==> src/rtl/fetch_queue_if.sv <==
// fetch_queue_if
// Groups every signal of the fetch queue except clock and reset.
//   Memory side : imem_req/imem_addr out, imem_ack/imem_rdata in.
//   Decode side : inst_valid/inst/inst_pc out, inst_ready in.
//   Control     : redirect_valid/redirect_pc in (taken branch or jump).
// The master modport is the fetch queue; the slave modport is its environment
// (instruction memory, decoder and branch unit).
interface fetch_queue_if;
    logic        redirect_valid;
    logic [31:0] redirect_pc;
    logic        imem_req;
    logic [31:0] imem_addr;
    logic        imem_ack;
    logic [31:0] imem_rdata;
    logic        inst_valid;
    logic [31:0] inst;
    logic [31:0] inst_pc;
    logic        inst_ready;

    modport master (
        input  redirect_valid,
        input  redirect_pc,
        output imem_req,
        output imem_addr,
        input  imem_ack,
        input  imem_rdata,
        output inst_valid,
        output inst,
        output inst_pc,
        input  inst_ready
    );

    modport slave (
        output redirect_valid,
        output redirect_pc,
        input  imem_req,
        input  imem_addr,
        output imem_ack,
        output imem_rdata,
        input  inst_valid,
        input  inst,
        input  inst_pc,
        output inst_ready
    );
endinterface

==> src/rtl/fetch_queue.sv <==
// fetch_queue
// Instruction fetch unit: issues sequential word reads to instruction memory
// (one outstanding at a time) and buffers returned words with their addresses
// in a DEPTH-entry FIFO for the decoder. A redirect flushes the FIFO and
// restarts fetching at the new address; a read already in flight is allowed
// to complete and its data is thrown away.
// Ports:
//   i_clk   : clock, all state updates on the rising edge
//   i_reset : synchronous active-low reset
//   io_fq   : fetch_queue_if master (memory, decode and redirect signals)
// Parameters:
//   RESET_PC : first fetch address after reset
//   DEPTH    : FIFO entries, power of two and >= 2
module fetch_queue #(
    parameter logic [31:0] RESET_PC = 32'h0000_0000,
    parameter int unsigned DEPTH    = 2
) (
    input  logic          i_clk,
    input  logic          i_reset,
    fetch_queue_if.master io_fq
);
    localparam int unsigned PTR_W = $clog2(DEPTH);
    localparam int unsigned CNT_W = $clog2(DEPTH + 1);

    typedef enum logic [1:0] {StIdle, StWait, StDiscard} state_e;

    state_e             r_state;
    state_e             w_state_d;
    logic [31:0]        r_fpc;
    logic [31:0]        w_fpc_d;
    logic [31:0]        r_req_addr;
    logic [31:0]        r_inst_mem [DEPTH];
    logic [31:0]        r_pc_mem   [DEPTH];
    logic [PTR_W-1:0]   r_wptr;
    logic [PTR_W-1:0]   r_rptr;
    logic [CNT_W-1:0]   r_count;

    logic               w_full;
    logic               w_valid;
    logic               w_req;
    logic [31:0]        w_addr;
    logic               w_push;
    logic               w_pop;
    logic               w_redirect;

    assign w_redirect = io_fq.redirect_valid;
    assign w_full     = (r_count == CNT_W'(DEPTH));
    assign w_valid    = (r_count != '0);
    assign w_pop      = w_valid & io_fq.inst_ready & ~w_redirect;

    // Next-state / request logic. An issue from StIdle behaves as StWait in the
    // same cycle, so a same-cycle ack completes the fetch without visiting StWait.
    always_comb begin
        w_state_d = r_state;
        w_fpc_d   = r_fpc;
        w_req     = 1'b0;
        w_addr    = r_req_addr;
        w_push    = 1'b0;
        unique case (r_state)
            StIdle: begin
                w_addr = r_fpc;
                if (!w_redirect && !w_full) begin
                    w_req = 1'b1;
                    if (io_fq.imem_ack) begin
                        w_push  = 1'b1;
                        w_fpc_d = r_fpc + 32'd4;
                    end else begin
                        w_state_d = StWait;
                    end
                end
            end
            StWait: begin
                w_req = 1'b1;
                if (io_fq.imem_ack) begin
                    w_state_d = StIdle;
                    if (!w_redirect) begin
                        w_push  = 1'b1;
                        w_fpc_d = r_req_addr + 32'd4;
                    end
                end else if (w_redirect) begin
                    w_state_d = StDiscard;
                end
            end
            StDiscard: begin
                // Old request stays on the bus until memory answers; data is dropped.
                w_req = 1'b1;
                if (io_fq.imem_ack) begin
                    w_state_d = StIdle;
                end
            end
            default: begin
                w_state_d = StIdle;
            end
        endcase
        if (w_redirect) begin
            w_fpc_d = {io_fq.redirect_pc[31:2], 2'b00};
        end
    end

    always_ff @(posedge i_clk) begin
        if (!i_reset) begin
            r_state    <= StIdle;
            r_fpc      <= RESET_PC;
            r_req_addr <= RESET_PC;
        end else begin
            r_state <= w_state_d;
            r_fpc   <= w_fpc_d;
            if (r_state == StIdle && w_state_d == StWait) begin
                r_req_addr <= r_fpc;
            end
        end
    end

    always_ff @(posedge i_clk) begin
        if (!i_reset) begin
            r_wptr  <= '0;
            r_rptr  <= '0;
            r_count <= '0;
        end else if (w_redirect) begin
            r_wptr  <= '0;
            r_rptr  <= '0;
            r_count <= '0;
        end else begin
            r_wptr  <= r_wptr + PTR_W'(w_push);
            r_rptr  <= r_rptr + PTR_W'(w_pop);
            r_count <= r_count + CNT_W'(w_push) - CNT_W'(w_pop);
        end
    end

    // Storage needs no reset: entries are only visible while counted.
    always_ff @(posedge i_clk) begin
        if (i_reset && w_push) begin
            r_inst_mem[r_wptr] <= io_fq.imem_rdata;
            r_pc_mem[r_wptr]   <= w_addr;
        end
    end

    // Reset is synchronous, so outputs are gated explicitly while it is held.
    always_comb begin
        io_fq.imem_req   = i_reset & w_req;
        io_fq.imem_addr  = i_reset ? w_addr : RESET_PC;
        io_fq.inst_valid = i_reset & w_valid;
        io_fq.inst       = i_reset ? r_inst_mem[r_rptr] : 32'h0;
        io_fq.inst_pc    = i_reset ? r_pc_mem[r_rptr] : 32'h0;
    end
endmodule
==> src/flat_wrapper.sv <==
// flat-port wrapper written by rule: the top's interface ports become plain ports
module fetch_queue_flat 
#(
    parameter logic [31:0] RESET_PC = 32'h0000_0000,
    parameter int unsigned DEPTH    = 2
)
  (i_clk, i_reset, io_fq_redirect_valid, io_fq_redirect_pc, io_fq_imem_req, io_fq_imem_addr, io_fq_imem_ack, io_fq_imem_rdata, io_fq_inst_valid, io_fq_inst, io_fq_inst_pc, io_fq_inst_ready);
  fetch_queue_if io_fq_i ();
  input  logic i_clk;
  input  logic i_reset;
  input wire logic [$bits(io_fq_i.redirect_valid)-1:0] io_fq_redirect_valid;
  input wire logic [$bits(io_fq_i.redirect_pc)-1:0] io_fq_redirect_pc;
  output wire logic [$bits(io_fq_i.imem_req)-1:0] io_fq_imem_req;
  output wire logic [$bits(io_fq_i.imem_addr)-1:0] io_fq_imem_addr;
  input wire logic [$bits(io_fq_i.imem_ack)-1:0] io_fq_imem_ack;
  input wire logic [$bits(io_fq_i.imem_rdata)-1:0] io_fq_imem_rdata;
  output wire logic [$bits(io_fq_i.inst_valid)-1:0] io_fq_inst_valid;
  output wire logic [$bits(io_fq_i.inst)-1:0] io_fq_inst;
  output wire logic [$bits(io_fq_i.inst_pc)-1:0] io_fq_inst_pc;
  input wire logic [$bits(io_fq_i.inst_ready)-1:0] io_fq_inst_ready;
  assign io_fq_i.redirect_valid = io_fq_redirect_valid;
  assign io_fq_i.redirect_pc = io_fq_redirect_pc;
  assign io_fq_imem_req = io_fq_i.imem_req;
  assign io_fq_imem_addr = io_fq_i.imem_addr;
  assign io_fq_i.imem_ack = io_fq_imem_ack;
  assign io_fq_i.imem_rdata = io_fq_imem_rdata;
  assign io_fq_inst_valid = io_fq_i.inst_valid;
  assign io_fq_inst = io_fq_i.inst;
  assign io_fq_inst_pc = io_fq_i.inst_pc;
  assign io_fq_i.inst_ready = io_fq_inst_ready;
  fetch_queue #(.RESET_PC(RESET_PC), .DEPTH(DEPTH)) u_core (.i_clk(i_clk), .i_reset(i_reset), .io_fq(io_fq_i));
endmodule
==> config.mk <==
export PLATFORM = sky130hd
export DESIGN_NAME = fetch_queue_flat
export DESIGN_NICKNAME = d
export VERILOG_FILES = /design/src/rtl/fetch_queue_if.sv /design/src/rtl/fetch_queue.sv /design/src/flat_wrapper.sv
export SDC_FILE = /design/constraint.sdc
export NUM_CORES = 1
export LEC_CHECK = 0
export CORE_AREA = 8 8 149 151
export DETAILED_ROUTE_END_ITERATION = 10
export DIE_AREA = 0 0 157 159
export PLACE_DENSITY = 0.75
export SKIP_CTS_REPAIR_TIMING = 1
export SLEW_MARGIN = 20
export SYNTH_ARGS = -nofsm -noshare
export SYNTH_HDL_FRONTEND = slang
export SYNTH_SLANG_ARGS = --single-unit
export TNS_END_PERCENT = 1
==> constraint.sdc <==
create_clock -name i_clk -period 15.7 [get_ports i_clk]
set_input_delay 2.355 -clock i_clk [delete_from_list [all_inputs] [get_ports i_clk]]
set_output_delay 2.355 -clock i_clk [all_outputs]
set_load 0.02 [all_outputs]
---- Word level (Yosys, flattened, before mapping) ----
Memories as Yosys holds them, arrays and structs flattened. A register that Yosys moved wholly into a read port is not among the register bits.
Cells that the tools add are included.
operators by class
  add/subtract/negate cells ............... 6
  bitwise operators ....................... 6
  equal/unequal tests ..................... 10
  reductions and logical operators ........ 13
  muxes and demuxes ....................... 26
operators with widths
  cell                                                                    number
  32-bit two-way mux                                                      8
  32-bit by 3-bit adder with 32-bit output (second input constant)        2
  32-bit case mux with 2 select lines                                     1
  2-bit two-way mux                                                       5
  1-bit two-way mux                                                       9
  4-bit AND reduction                                                     2
  3-bit != test (second input constant)                                   2
  2-bit case mux with 3 select lines                                      1
  1-bit AND                                                               4
  2-bit by 1-bit equality test with 1-bit output (second input constant)  2
  2-bit equality test (second input constant)                             2
  2-bit != test (second input constant)                                   2
  1-bit case mux with 2 select lines                                      2
  2-bit nonzero test                                                      2
  2-bit OR reduction                                                      2
  1-bit logical AND                                                       3
  3-bit by 2-bit != test with 1-bit output (second input constant)        1
  3-bit nonzero test                                                      1
  1-bit adder                                                             2
  2-bit by 1-bit adder with 2-bit output                                  1
  1-bit zero test                                                         2
  2-bit zero test                                                         1
  2-bit by 1-bit != test with 1-bit output (second input constant)        1
  1-bit inverter                                                          2
  2-bit by 1-bit subtractor with 2-bit output                             1
storage, ports and cells
  word-level logic and storage cells ...... 70
  register bits ........................... 70
  memories kept ........................... 2
  RAM bits ................................ 128
  output and inout port bits .............. 98
memory list
  name               words  width  read ports  clocked after memory_dff  write ports  line               source
  u_core.r_inst_mem  2      32     1           1                         1            fetch_queue.sv:32  logic [31:0] r_inst_mem [DEPTH];
  u_core.r_pc_mem    2      32     1           1                         1            fetch_queue.sv:33  logic [31:0] r_pc_mem [DEPTH];

---- Depth between registers and ports, before layout ----
  depth in word-level cells ............... 8
  mapped depth ............................ 15
  mapped depth without buffers ............ 9

---- Least setup slack after synthesis ----
OpenSTA, ideal clock, no wires.
  path type ............................... input to register
  from .................................... input port io_fq_redirect_valid
  to ...................................... memory u_core.r_inst_mem[0][0], enable pin
  stages .................................. 5
  required time ........................... 15136 ps
  arrival ................................. 7395 ps
  slack ................................... 7740 ps
  path buffers ............................ 2
  library setup time ...................... 564 ps
  cells stage by stage .................... clkbuf_1 > inv_1 > clkbuf_1 > nand2_1 > nor3_1
on the way
  longest elaborated chain between the ends .. 7
RTL lines
  what                                       line                source
  from (decl)                                flat_wrapper.sv:11  input wire logic [$bits(io_fq_i.redirect_valid)-1:0] io_fq_redirect_valid;
  1-bit zero test                            fetch_queue.sv:62   if (!w_redirect && !w_full) begin
  1-bit logical AND                          fetch_queue.sv:62
  1-bit two-way mux                          fetch_queue.sv:62
  1-bit case mux with 2 select lines *       fetch_queue.sv:59   unique case (r_state)
  1-bit logical AND *                        fetch_queue.sv:132  if (i_reset && w_push) begin
  1-bit two-way mux *                        fetch_queue.sv:132
  1-bit two-way mux (not written as such) *  fetch_queue.sv:133  r_inst_mem[r_wptr] <= io_fq.imem_rdata;
  to (decl)                                  fetch_queue.sv:32
Every way passes the cells marked *; elsewhere a longest branch is shown, timed or not.

---- Worst setup path in the final report ----
  from .................................... input port i_reset
  to ...................................... output port io_fq_inst_pc[19]
on the way
  longest elaborated chain between the ends .. 1
RTL lines
  what                line                source
  from (decl)         flat_wrapper.sv:10  input logic i_reset;
  32-bit two-way mux  fetch_queue.sv:144  io_fq.inst_pc = i_reset ? r_pc_mem[r_rptr] : 32'h0;
  to (decl)           flat_wrapper.sv:19  output wire logic [$bits(io_fq_i.inst_pc)-1:0] io_fq_inst_pc;
No other way between the ends.

==> reports/qor.csv <==
metric;value;unit
status;finished clean;
die_x;157;um
rows;52;
drive_above_1_share;10.00;%
synth_top_cells_by_area;edfxtp_1, dfxtp_1, mux2i_1, mux2_2, nor2_1;
area_growth_syn_to_layout;24.14;%
cap_violations;0;
peakVddDrop;0.08328;mV
cts-root-buf;clkbuf_16;
worstSetupPathType;in -> out;
cts_tree;yes;
ant_nets;0;
ys_ff_latch;198;
critPathRequiredTime;13350;ps
fmax;0.1322;GHz
grt.overflow.total;0;
avgRoutedWirePerCell;19.42;um
cp.arrival;5210;ps
syn_area;9779;um2
port-buffer-count;164;
synth_enable_flop_cells;128;
cts_buffers;17;
fin_nets;1103;
synth.distinct_cells;65;
fin_total_pwr;1.152;mW
grt_max_degree;80;
dr.pass1.iters;5;
end_kind;primary output;
antenna_found_initial;0;
grt_pass1_wl;39690;um
dieArea;24960;um2
synthesis.nets;974;
yosysSeqAreaShare;53.63;%
yosysWarnings;0;
post-route-period-util;48.20;%
clk_latency;430;ps
tns;0;ps
dpl_cell_area;11610;um2
synth_flop_cell;edfxtp_1;
synth_cells;898;
worst_slew_pin_slew;1065;ps
maxSlewHeadroom;28.98;%
grt_usage;19.95;%
async_reset_ff_share;0;%
crit_fanout;62;
synth_top_area_cell;edfxtp_1;
finalHoldViolCount;0;
netlist.area_leader.share;39.30;%
hold_class;reg -> reg;
place_hpwl;15680;um
cts.sinks;198;
ios;167;
die_y;159;um
layout_common_cells;clkdlybuf4s50_1, edfxtp_1, nor2_1;
wl;25440;um
gp_congestion;0.8222;
start_util;49.28;%
mostFrequentLayoutCell;clkdlybuf4s50_1;
vias;7578;
core;19840;um2
antenna_cells;0;
postSynthAreaPerCell;10.89;um2
setup_viol;0;
slew_violations;0;
fill_cells;1671;
path_clk_slew;70;ps
clockBufferDepth;2;
p_per_area;94.91;nW/um2
start_kind;primary input;
stdcell_area;12140;um2
dp_cells;1278;
drtIter0Drc;571;
drc;0;
layoutNonFillerInstCount;1310;
leakage;4.125;nW
rsz0062_at_grt;false;
grt_pass1_vias;7521;
viasPerCell;5.785;
min_period;7567;ps
fin_worst_skew;12.77;ps
cts_htree_levels;4;
[metrics by stage]
| stage | hold WS [ps] | setup slack, ps | util [%] |
|---|---|---|---|
| finish | 490.6 | 8133 | 61.18 |
| global route | 517.3 | 7917 | 61.18 |
| CTS | 483.9 | 8098 | 61.17 |
| detailed placement | 471.6 | 8102 | 58.51 |
| global placement | 469.8 | 8146 | 58.43 |
| floorplan | 452.9 | 7740 | - |
[synth_stat cells, drive strengths merged, types with 6 or more instances]
cell and count:
ha 7, buf 21, a32o 6, nand4 15, nand4b 6, xnor2 9, mux2 39, nand3 57
and3 15, o22ai 6, and2 34, dfxtp 70, clkbuf 48, edfxtp 128, nand2 40, nand3b 11
a21oi 57, mux2i 86, nor2 92, o21ai 59, inv 9, nor3 7
[final timing paths]
path / startpoint / endpoint / slack, ps / cells past startpoint
worst max-delay path: i_reset / io_fq_inst_pc[19] / 8130 / 6
worst max register to register: u_core.r_state[1] / u_core.r_fpc[29] / 11860 / 8
worst min-delay path: flip-flop / u_core.r_req_addr[1] / 490 / 2
worst min register to register: flip-flop / u_core.r_req_addr[1] / 490 / 2
[final cells by class]
cell class | instances | area, um2 | share of cell area (%)
sequential | 198 | 5249 | 43.23
multi-input combinational | 621 | 4229 | 34.83
timing repair buffer | 179 | 1757 | 14.47
clock buffer | 19 | 432.9 | 3.566
tap | 270 | 337.8 | 2.783
clock inverter | 13 | 96.34 | 0.7936
inverter | 10 | 38.79 | 0.3195
[registers in the layout (all words and copies together), names as in the netlist, named ones only]
signal,cells
u_core.r_wptr,1
u_core.r_fpc,30
u_core.r_req_addr,32
u_core.r_count,2
u_core.r_pc_mem,64
u_core.r_rptr,1
u_core.r_state,2
u_core.r_inst_mem,64
[report_power, final]
part	leakage, nW	switching (mW)	internal [mW]	total [mW]
logic	2.10	0.0921	0.0709	0.163
registers	1.77	0.0161	0.572	0.588
clock network	0.250	0.196	0.205	0.401
total	4.13	0.305	0.848	1.15
[routing by layer]
layer  share of wire [%]  global-route usage, %  routed length [um]
met1                  44                  25.08               11200
met3                 6.6                  3.827                1679
met2                  48                  34.25               12270
met4                 1.1                  5.376                 291
met5                   0                      0                   0
[worst max-delay path: stages]
cell and delay, ps:
buf_2 70, buf_4 480, clkinv_2 760, buf_4 620, nor2_1 190, clkdlybuf4s50_1 630
[cell families after synthesis]
group | count (synthesis) | share of synthesized area (%)
and+or+nand+nor | 300 | 16.26
DFF | 198 | 53.63
AOI/OAI and AO/OA | 177 | 11.37
muxes | 125 | 13.29
buffers and inverters | 79 | 3.467
xor gates and xnor gates | 12 | 1.075
adders and majority gates | 7 | 0.8956
Power figures use the tool's default switching activity.
